===== src/rtl/reg3_rr_arbiter.sv =====
// Round-robin arbiter sharing one 3-bit register among NREQ requesters.
// Optional tenure extension via the lock port when ARB_LOCK_EN is defined.
module reg3_rr_arbiter #(
    parameter int NREQ     = 4,
    parameter int IW       = 2,
    parameter int HOLD_CYC = 2,
    parameter int CW       = 4
) (
    input  logic              clk,
    input  logic              reset,
    input  logic [NREQ-1:0]   req,
    input  logic [3*NREQ-1:0] d,
`ifdef ARB_LOCK_EN
    input  logic              lock,
`endif
    output logic [NREQ-1:0]   grant,
    output logic              ack,
    output logic              busy,
    output logic [2:0]        q
);

    typedef enum logic [1:0] {IDLE, GRANT, HOLD} state_t;

    state_t          state_q;
    logic [2:0]      q_q;
    logic [NREQ-1:0] grant_q;
    logic            ack_q;
    logic            busy_q;
    logic [IW-1:0]   ptr_q;
    logic [IW-1:0]   sel_q;
    logic [CW-1:0]   cnt_q;

    logic [IW-1:0]   sel_d;
    logic            found_d;
    logic [IW:0]     sum_d;
    logic [IW-1:0]   ptr_d;
    logic            hold_ext;

`ifdef ARB_LOCK_EN
    assign hold_ext = lock;
`else
    assign hold_ext = 1'b0;
`endif

    // First requester at or after ptr, wrapping modulo NREQ.
    always_comb begin
        sel_d   = ptr_q;
        found_d = 1'b0;
        sum_d   = '0;
        for (int k = 0; k < NREQ; k++) begin
            sum_d = {1'b0, ptr_q} + (IW+1)'(k);
            if (sum_d >= (IW+1)'(NREQ))
                sum_d = sum_d - (IW+1)'(NREQ);
            if (!found_d && req[sum_d[IW-1:0]]) begin
                sel_d   = sum_d[IW-1:0];
                found_d = 1'b1;
            end
        end
    end

    assign ptr_d = (sel_q == IW'(NREQ-1)) ? '0 : sel_q + 1'b1;

    always_ff @(posedge clk or posedge reset) begin
        if (reset) begin
            state_q <= IDLE;
            q_q     <= 3'b000;
            grant_q <= '0;
            ack_q   <= 1'b0;
            busy_q  <= 1'b0;
            ptr_q   <= '0;
            sel_q   <= '0;
            cnt_q   <= '0;
        end else begin
            case (state_q)
                IDLE: begin
                    ack_q <= 1'b0;
                    if (found_d) begin
                        sel_q   <= sel_d;
                        grant_q <= {{(NREQ-1){1'b0}}, 1'b1} << sel_d;
                        busy_q  <= 1'b1;
                        state_q <= GRANT;
                    end
                end
                GRANT: begin
                    if (req[sel_q]) begin
                        q_q   <= d[3*sel_q +: 3];
                        ack_q <= 1'b1;
                        if (HOLD_CYC == 0) begin
                            grant_q <= '0;
                            busy_q  <= 1'b0;
                            ptr_q   <= ptr_d;
                            state_q <= IDLE;
                        end else begin
                            cnt_q   <= CW'(HOLD_CYC - 1);
                            state_q <= HOLD;
                        end
                    end else begin
                        // Requester withdrew before the write: release without touching q.
                        grant_q <= '0;
                        busy_q  <= 1'b0;
                        ptr_q   <= ptr_d;
                        state_q <= IDLE;
                    end
                end
                HOLD: begin
                    ack_q <= 1'b0;
                    if (cnt_q == '0) begin
                        if (!hold_ext) begin
                            grant_q <= '0;
                            busy_q  <= 1'b0;
                            ptr_q   <= ptr_d;
                            state_q <= IDLE;
                        end
                    end else begin
                        cnt_q <= cnt_q - 1'b1;
                    end
                end
                default: begin
                    grant_q <= '0;
                    busy_q  <= 1'b0;
                    ack_q   <= 1'b0;
                    state_q <= IDLE;
                end
            endcase
        end
    end

    assign grant = grant_q;
    assign ack   = ack_q;
    assign busy  = busy_q;
    assign q     = q_q;

endmodule


===== config.mk =====
export PLATFORM = sky130hd
export DESIGN_NAME = reg3_rr_arbiter
export DESIGN_NICKNAME = d
export VERILOG_FILES = /design/src/rtl/reg3_rr_arbiter.sv
export SDC_FILE = /design/constraint.sdc
export NUM_CORES = 1
export LEC_CHECK = 0
export BUFFER_PORTS_ARGS = -buffer_cell sky130_fd_sc_hd__buf_2
export CAP_MARGIN = 20
export CORE_ASPECT_RATIO = 0.7
export CORE_MARGIN = 5
export CORE_UTILIZATION = 25
export DETAILED_ROUTE_END_ITERATION = 7
export PLACE_DENSITY = 0.52
export SLEW_MARGIN = 20
export SYNTH_ARGS = -nofsm -noshare
export SYNTH_HDL_FRONTEND = slang
export SYNTH_SLANG_ARGS = --single-unit

===== constraint.sdc =====
create_clock -name clk -period 2.1 [get_ports clk]
set_input_delay 0.63 -clock clk [delete_from_list [all_inputs] [get_ports clk]]
set_output_delay 0.63 -clock clk [all_outputs]
set_load 0.02 [all_outputs]

# Word-level counts from Yosys, hierarchy flattened
# Cells that the tools add are included.
classes:
  addsub: 9
  multipliers: 1
  order_cmp: 9
  n_eq_ne: 8
  shifts: 2
  muxes: 43
  reduce_logical: 15
op_table:
  columns: ["op", "n"]
  rows:
  - ["2-bit two-way mux", 14]
  - ["4-bit two-way mux", 5]
  - ["2-bit by 3-bit < comparator with 1-bit output, second input constant", 5]
  - ["1-bit two-way mux", 14]
  - ["4-bit case mux with 3 select lines", 1]
  - ["12-bit by 5-bit indexed part select with 3-bit output", 1]
  - ["1-bit binary-select mux with 2-bit select", 5]
  - ["2-bit inequality test, second input constant", 5]
  - ["3-bit >= comparator, second input constant", 3]
  - ["3-bit AND reduction", 3]
  - ["4-bit case mux with 2 select lines", 1]
  - ["2-bit by 1-bit subtractor with 2-bit output, second input constant", 4]
  - ["2-bit by 2-bit adder with 3-bit output, second input constant", 2]
  - ["2-bit case mux with 3 select lines", 1]
  - ["2-bit AND reduction", 3]
  - ["2-bit equality test, second input constant", 2]
  - ["4-bit zero test", 1]
  - ["2-bit by 2-bit multiplier with 4-bit output, first input constant", 1]
  - ["2-bit case mux with 2 select lines", 1]
  - ["1-bit by 2-bit left shift with 4-bit output, first input constant", 1]
  - ["4-bit by 1-bit subtractor with 4-bit output, second input constant", 1]
  - ["2-bit by 1-bit adder with 3-bit output, second input constant", 1]
  - ["2-bit by 3-bit >= comparator with 1-bit output, second input constant", 1]
  - ["1-bit logical AND", 3]
  - ["6 further kinds", 8]
totals:
  register_bits: 19
  inputBits: 18
  out_inout_bits: 9
  word_cells: 95

# Depth between registers and ports, before layout
# Gate-level depths: netlist of the first run.
logic_depth:
  word_depth: 17
  mapped_depth: 6
  ltp_nobuf: 6

# Least setup slack after synthesis of the first run
# No wires, ideal clock.
synth_path:
  kind: "reg-to-reg"
  from: "reg cnt_q[0]"
  to: "reg cnt_q[1]"
  setup_ps: 122
  t_arrival_ps: 1726
  required_ps: 1978
  setup_slack_ps: 253
  stages_incl_launch_ff: 7
  n_path_buf: 0
  synth_period_minus_slack_ps: 1847
  cell_sequence: "dfrtp_1 -> inv_1 -> ha_1 -> or3b_1 -> nand2_1 -> mux2_2 -> a32o_1"
synth_via:
  elab_chain_len: 3
  elab_cells_between_ends: 6
  cone_classes: "1 x add/sub; 1 x eq/ne; 2 x mux; 2 x reduce/logical"
synth_rtl:
  columns: ["item", "line", "rtl"]
  rows:
  - ["start, declared", "31", "logic [CW-1:0] cnt_q;"]
  - ["start signal, assigned", "94", "cnt_q <= CW'(HOLD_CYC - 1);"]
  - ["start signal, assigned", "115", "cnt_q <= cnt_q - 1'b1;"]
  - ["4-bit by 1-bit subtractor with 4-bit output or 4-bit zero test (tied branches)", "115, 107", null]
  - ["4-bit two-way mux or 2-bit inequality test (tied branches)", null, null]
  - ["4-bit case mux with 2 select lines or 3-bit AND reduction (tied branches)", null, null]
# Parallel ways exist; a longest one is shown, timed or not. The select of a mux whose other input is x is not followed.
# A chain may end at the register's enable or synchronous reset.

# Final worst setup path of the first run
# Ends and elaborated chain as after synthesis.

==> results.md, run 1 <==
* Final-stage net count at 140
* Remaining DRCs at 0
* CP startpoint: cnt_q[0]
* Most used DFF post-synth: dfrtp_1
* Die Y at about 65 um
* Psw at about 0.75 mW
* Comb power frac at 48.9%
* Synthesis warning total at 0
* Crit path kind: reg -> reg
* Register bit count reported by yosys at 19
* Switching Share at between 40 and 50%
* CP Capture Type: flip-flop
* Synth Area in Compound Gates at 15.2%
* Clock Path Buffers at 2
* Worst setup SP type: flip-flop
* # port buffers at 26
* PnR worst setup slack at between 0.2 and 0.3 ns
* Antenna Cells at 0
* Worst path cell trace: inv_1 > ha_1 > or3b_1 > nand2_1 > mux2_2 > a32o_1
* CP Data Arrival Time at 1.96 ns
* Area fraction of the dominant cell type after synthesis at 44.5%
* Worst R2R Start: cnt_q[0]
* CTS Sinks at 19
* Congestion Overflow GR at 0
* Synth Cell Area at approximately 1100 um^2
* Max Cap Viol at 0
* Via Count at 803
* WL/cell at around 14 um
* Total negative slack at 0 ns
* Boundary pin count at 27
* Slew headroom at between 50% and 60%
* Rows at 19
* Reg power frac at 37.5%
* Worst skew pair latency at 0.26 ns
* # H-tree levels at 1
* CP required at roughly 2.3 ns
* Top cells by area, synth: dfrtp_1, mux4_1, mux2_2, ha_1, mux4_2
* Largest net degree at the start of global routing at 20
* Post-CTS sizing at 0
* Combinational family with the most area after synthesis: multiplexers
* Antenna violations before repair at 0
* Post-synth top cells: dfrtp_1, inv_1, mux2_2
* Mux contribution to synthesized area at between 15 and 20%
* Setup violators final at 0
* Post-synth top area cell: dfrtp_1
* Synth-to-layout area growth at 22.2%
* Synth Area in Adders at around 3.5%
* Core region area at around 4000 um^2
* Layout cells sized above 1 at about two fifths
* Yosys cell types at 36
* Achievable Freq at 0.550 GHz
* Crit path to: cnt_q[1]
* Initial core utilization at 26.6%
* Simple-gate area share of the yosys netlist at 16.1%
* Status: completed
* Clock power frac at 13.6%
* Filler cell count at 409
* Final Max Tran Viols at 0
* Die Wd at slightly below 90 um
* Syn nets at roughly 110
* Inserted Clock Buffers at 3
* Vias in the first global route at 888
* Final worst path period share at between 80% and 90%
* First-pass detailed-route iteration total at 4
* VDD IR max at roughly 470 uV
* Mapped Cells at 88
* Slowest CP cell: or3b_1
* Post-CTS setup buffer count at 0
* Hold WC Path Type: in -> async
* Vias per cell at about 4.7
* Total power at about 1.9 mW
* Detailed router's first-iteration violation count at 52
* Power density over cell area at between 1000 and 1500 nW/um^2
* CTS Root Cell: clkbuf_8
* Clock Skew at between 0.002 and 0.003 ns
* Slew @ Worst Pin at 0.737 ns
* Power Internal at 1.11 mW
* Most frequent cell after synthesis: dfrtp_1
* Max incr delay on CP at 0.41 ns
* Gp weighted congestion at about 0.71
* Total track usage at around a tenth
* # hold bufs at CTS at 0
* Final wirelength at 2370 um
* Critical Path Fanout Max at 4
* R2r setup slk at ~0.28 ns
* Clk slew on worst S/H paths at 0.07 ns
* Tmin final at between 1.5 and 2 ns
* Final Hold Viols at 0
* Synthesized area per cell at between 10 and 15 um^2
* ANT nets after route at 0
* Post-Synth XOR/XNOR Area at under 10%
* Detailed Place HPWL at 1860 um
* Leak at between 0.6 and 0.7 nW
* TritonCTS clock tree: done
* Post-synth EDFFs at 0
* R2r worst-path depth at 6
* Synth async-reset ratio at between 90% and 100%
* Worst Hold Slack at 0.486 ns
* RSZ-0062 raised after global routing: false
* Dpl ws at 0.106 ns
* R2R Path End: cnt_q[1]
* First-pass GRT wire length at between 4000 and 5000 um
* Register area share after synthesis at 44.5%
* Die area at about 5700 um^2
## metrics by stage
stage	cells	util [%]	area, um^2
after floorplan	88	-	1070
final	170	32.5	1300
after detailed placement	166	31.3	1260
after CTS	170	32.5	1300
after global placement	166	31.3	1260
after global routing	170	32.5	1300
## power by group through the flow
| stage | Combinational, mW | Clock (mW) | Sequential [mW] |
|---|---|---|---|
| floorplan | 0.632 | 0 | 0.741 |
| global placement | 0.897 | 0 | 0.695 |
| detailed placement | 0.916 | 0 | 0.699 |
| CTS | 0.923 | 0.263 | 0.695 |
| global route | 1.01 | 0.280 | 0.723 |
| finish | 0.910 | 0.253 | 0.697 |
## worst max-delay path, delay by kind of cell, from the launching register on
kind / cells / cell delay (ns)
compound gates: 1 / 0.20
flops: 1 / 0.39
mux: 1 / 0.33
buf+inv: 1 / 0.12
fa+ha+maj: 1 / 0.15
simple gates: 2 / 0.53
## final cells by class
type	count	area [um^2]	share of cell area, %
multi-input cells	63	562	43.1
flip-flops and latches	19	475	36.5
repair buffers	27	138	10.6
well taps	52	65.1	4.99
clock buffers	4	45.0	3.45
inverters	5	18.8	1.44
## cell usage in the layout, fill, tap and decap left out, types with 2 or more instances in the layout
cell type | synthesis | final
buf_2 | 0 | 26
dfrtp_1 | 19 | 19
inv_1 | 5 | 5
mux2_2 | 5 | 5
nand2_1 | 4 | 4
nor2_1 | 4 | 4
o21ai_0 | 4 | 4
nor2b_1 | 3 | 3
a21oi_1 | 3 | 3
mux4_1 | 3 | 3
nand3_1 | 3 | 3
ha_1 | 3 | 3
clkbuf_8 | 0 | 3
nor3_1 | 2 | 2
a22o_1 | 2 | 2
o2bb2ai_1 | 2 | 2
nand2b_1 | 2 | 2
xnor2_1 | 2 | 2
and2_2 | 2 | 2
a21o_1 | 2 | 2
## sequential cells by signal, summed over array words and instances (netlist names)
register and flops:
cnt_q 4, sel_q 2, state_q 2, ack 1, busy 1, q 3
ptr_q 2, grant 4
## logic make-up after synthesis
kind of cell,count (synthesis)
compound gates,21
xor+xnor,2
fa+ha+maj,3
buf+inv,6
flops,19
mux,10
simple gates,27
## per-layer routing
| layer | vias up | global-route usage (%) | share of wire [%] |
|---|---|---|---|
| met5 | - | 0 | 0 |
| met4 | 0 | 4.53 | 2.2 |
| li1 | 387 | - | - |
| met2 | 23 | 13.3 | 42 |
| met1 | 388 | 13.7 | 52 |
| met3 | 5 | 2.28 | 4.3 |
## how the worst min path moves through the flow
stage               cells past startpoint        to      from
global placement                        1      busy      busy
detailed placement                      1  grant[0]  grant[0]
global route                            1      busy      busy
CTS                                     1  grant[0]  grant[0]
finish                                  2      q[2]     reset
floorplan                               1  ptr_q[0]  ptr_q[0]
Note: power is estimated with default switching activity, not from simulation.
==> run 2, diff against run 1 <==
==> constraint.sdc (replaced) <==
create_clock -name clk -period 2.1 [get_ports clk]
set_input_delay 0 -clock clk [delete_from_list [all_inputs] [get_ports clk]]
set_output_delay 0 -clock clk [all_outputs]
set_load 0.02 [all_outputs]
==> run 2 against run 1 <==
Fmax increased by 0.46%. Critical path depth unchanged. Power down 0.55%. Register-to-register slack is essentially flat. Clock skew is 0.0015 ns lower. Sequential power about the same. Sequential share of layout area down 0.28 points. Largest cell class unchanged. Highest routed layer unchanged.
==> results.md, run 2 (synthesis gave the netlist of run 1 again) <==
* Vias in the first global route at just under 900
* Via Count at ~810
* # H-tree levels at 1
* CP Capture Type: flip-flop
* Power Internal at 1.11 mW
* Total track usage at 9.32%
* Post-CTS sizing at 0
* Commonest non-fill, non-tap cell in the layout: buf_2
* Worst path cell trace: inv_1 > ha_1 > or3b_1 > nand2_1 > mux2_2 > a32o_1
* Final-stage net count at roughly 140
* Final Core Density at 32.7%
* Core region area at ~4000 um^2
* First-pass GRT wire length at about 4200 um
* Vias per cell at between 4 and 5
* Power density over cell area at ~1400 nW/um^2
* # hold bufs at CTS at 1
* Clock power frac at between 10% and 20%
* Commonest non-fill, non-tap cells in the layout: buf_2, dfrtp_1, inv_1, mux2_2
* Setup violators final at 0
* Rows at 19
* Die Wd at 88.1 um
* R2r worst-path depth at 6
* Gp weighted congestion at roughly 0.76
* Worst R2R Start: cnt_q[0]
* Crit path kind: reg -> reg
* Clk slew on worst S/H paths at roughly 0.070 ns
* Die area at roughly 5700 um^2
* Hold WC Path Type: in -> reg
* Clock Skew at 0.00120 ns
* Final Hold Viols at 0
* R2R Path End: cnt_q[1]
* Layout cells sized above 1 at 38.7%
* Worst skew pair latency at approximately 0.25 ns
* RSZ-0062 raised after global routing: false
* Critical Path Fanout Max at 4
* Remaining DRCs at 0
* R2r setup slk at about 0.29 ns
* Final wirelength at 2370 um
* Tmin final at around 1.8 ns
* Crit path to: cnt_q[1]
* Slowest CP cell: or3b_1
* Seq. cell area at 475 um^2
* Inserted Clock Buffers at 3
* Antenna Cells at 0
* Final worst path period share at between 80% and 90%
* Die Y at between 60 and 70 um
* Slew headroom at 50.3%
* Filler cell count at 400
* Comb power frac at between 40% and 50%
* Clock Path Buffers at 2
* CTS Sinks at 19
* Switching Share at 39.9%
* Worst Hold Slack at 0.189 ns
* Max incr delay on CP at approximately 0.41 ns
* Initial core utilization at about a quarter
* Reg power frac at between 30% and 40%
* Synth-to-layout area growth at 23.1%
* Status: completed
* CP required at between 2 and 2.5 ns
* ANT nets after route at 0
* CP startpoint: cnt_q[0]
* Fin area at 1310 um^2
* VDD IR max at around 540 uV
* Boundary pin count at 27
* Post-DP Area at roughly 1300 um^2
* Slew @ Worst Pin at ~0.75 ns
* Worst setup SP type: flip-flop
* Psw at 0.739 mW
* Antenna violations before repair at 0
* Detailed router's first-iteration violation count at 58
* WL/cell at 13.8 um
* Max Cap Viol at 0
* CP Data Arrival Time at between 1.5 and 2 ns
* # port buffers at 26
* Total negative slack at 0 ns
* First-pass detailed-route iteration total at 4
* Final Max Tran Viols at 0
* Leak at roughly 0.62 nW
* Achievable Freq at 0.553 GHz
* CTS Root Cell: clkbuf_8
* Detailed Place HPWL at 1910 um
* Post-CTS setup buffer count at 0
* Area of the multi-input gates at about 560 um^2
* Congestion Overflow GR at 0
* TritonCTS clock tree: done
* Largest net degree at the start of global routing at 20
[run 2: final cells by class]
type / count / share of cell area (%)
clock buffer: 4 / 3.43
inverter: 5 / 1.43
multi-input combinational: 63 / 42.8
sequential: 19 / 36.2
tap: 52 / 4.95
timing repair buffer: 28 / 11.2
[run 2: critical path, delay by kind of cell, from the launching register on]
family,cells,cell delay (ns)
fa+ha+maj,1,0.15
mux,1,0.33
buf+inv,1,0.11
simple gates,2,0.52
flops,1,0.38
compound gates,1,0.20
[run 2: how the worst min path moves through the flow]
stage	to	depth (start not counted)	start	slack (ns)
finish	q[0]	3	d[9]	0.19
detailed placement	q[2]	2	reset	0.18
floorplan	ack	1	reset	-0.05
global route	q[1]	3	d[10]	0.22
global placement	q[0]	2	reset	0.16
CTS	q[0]	3	d[9]	0.19
[run 2: per-stage QoR]
step	worst slack (ns)	std cells	total power [mW]
finish	0.291	171	1.85
detailed placement	0.295	166	1.62
CTS	0.281	171	1.88
global placement	0.341	166	1.59
global route	0.176	171	2.01
floorplan	0.253	88	1.37
[run 2: power by group through the flow]
stage | Combinational (mW) | Clock, mW | Sequential (mW)
after global routing | 1.01 | 0.277 | 0.723
final | 0.907 | 0.249 | 0.694
after floorplan | 0.632 | 0 | 0.741
after global placement | 0.897 | 0 | 0.691
after CTS | 0.923 | 0.263 | 0.697
after detailed placement | 0.916 | 0 | 0.702
[run 2: metal layers]
layer | GRT usage [%] | share of wire (%)
met3 | 2.53 | 4.4
met2 | 14.2 | 44
met4 | 2.26 | 1.2
met5 | 0 | 0
met1 | 13.2 | 50
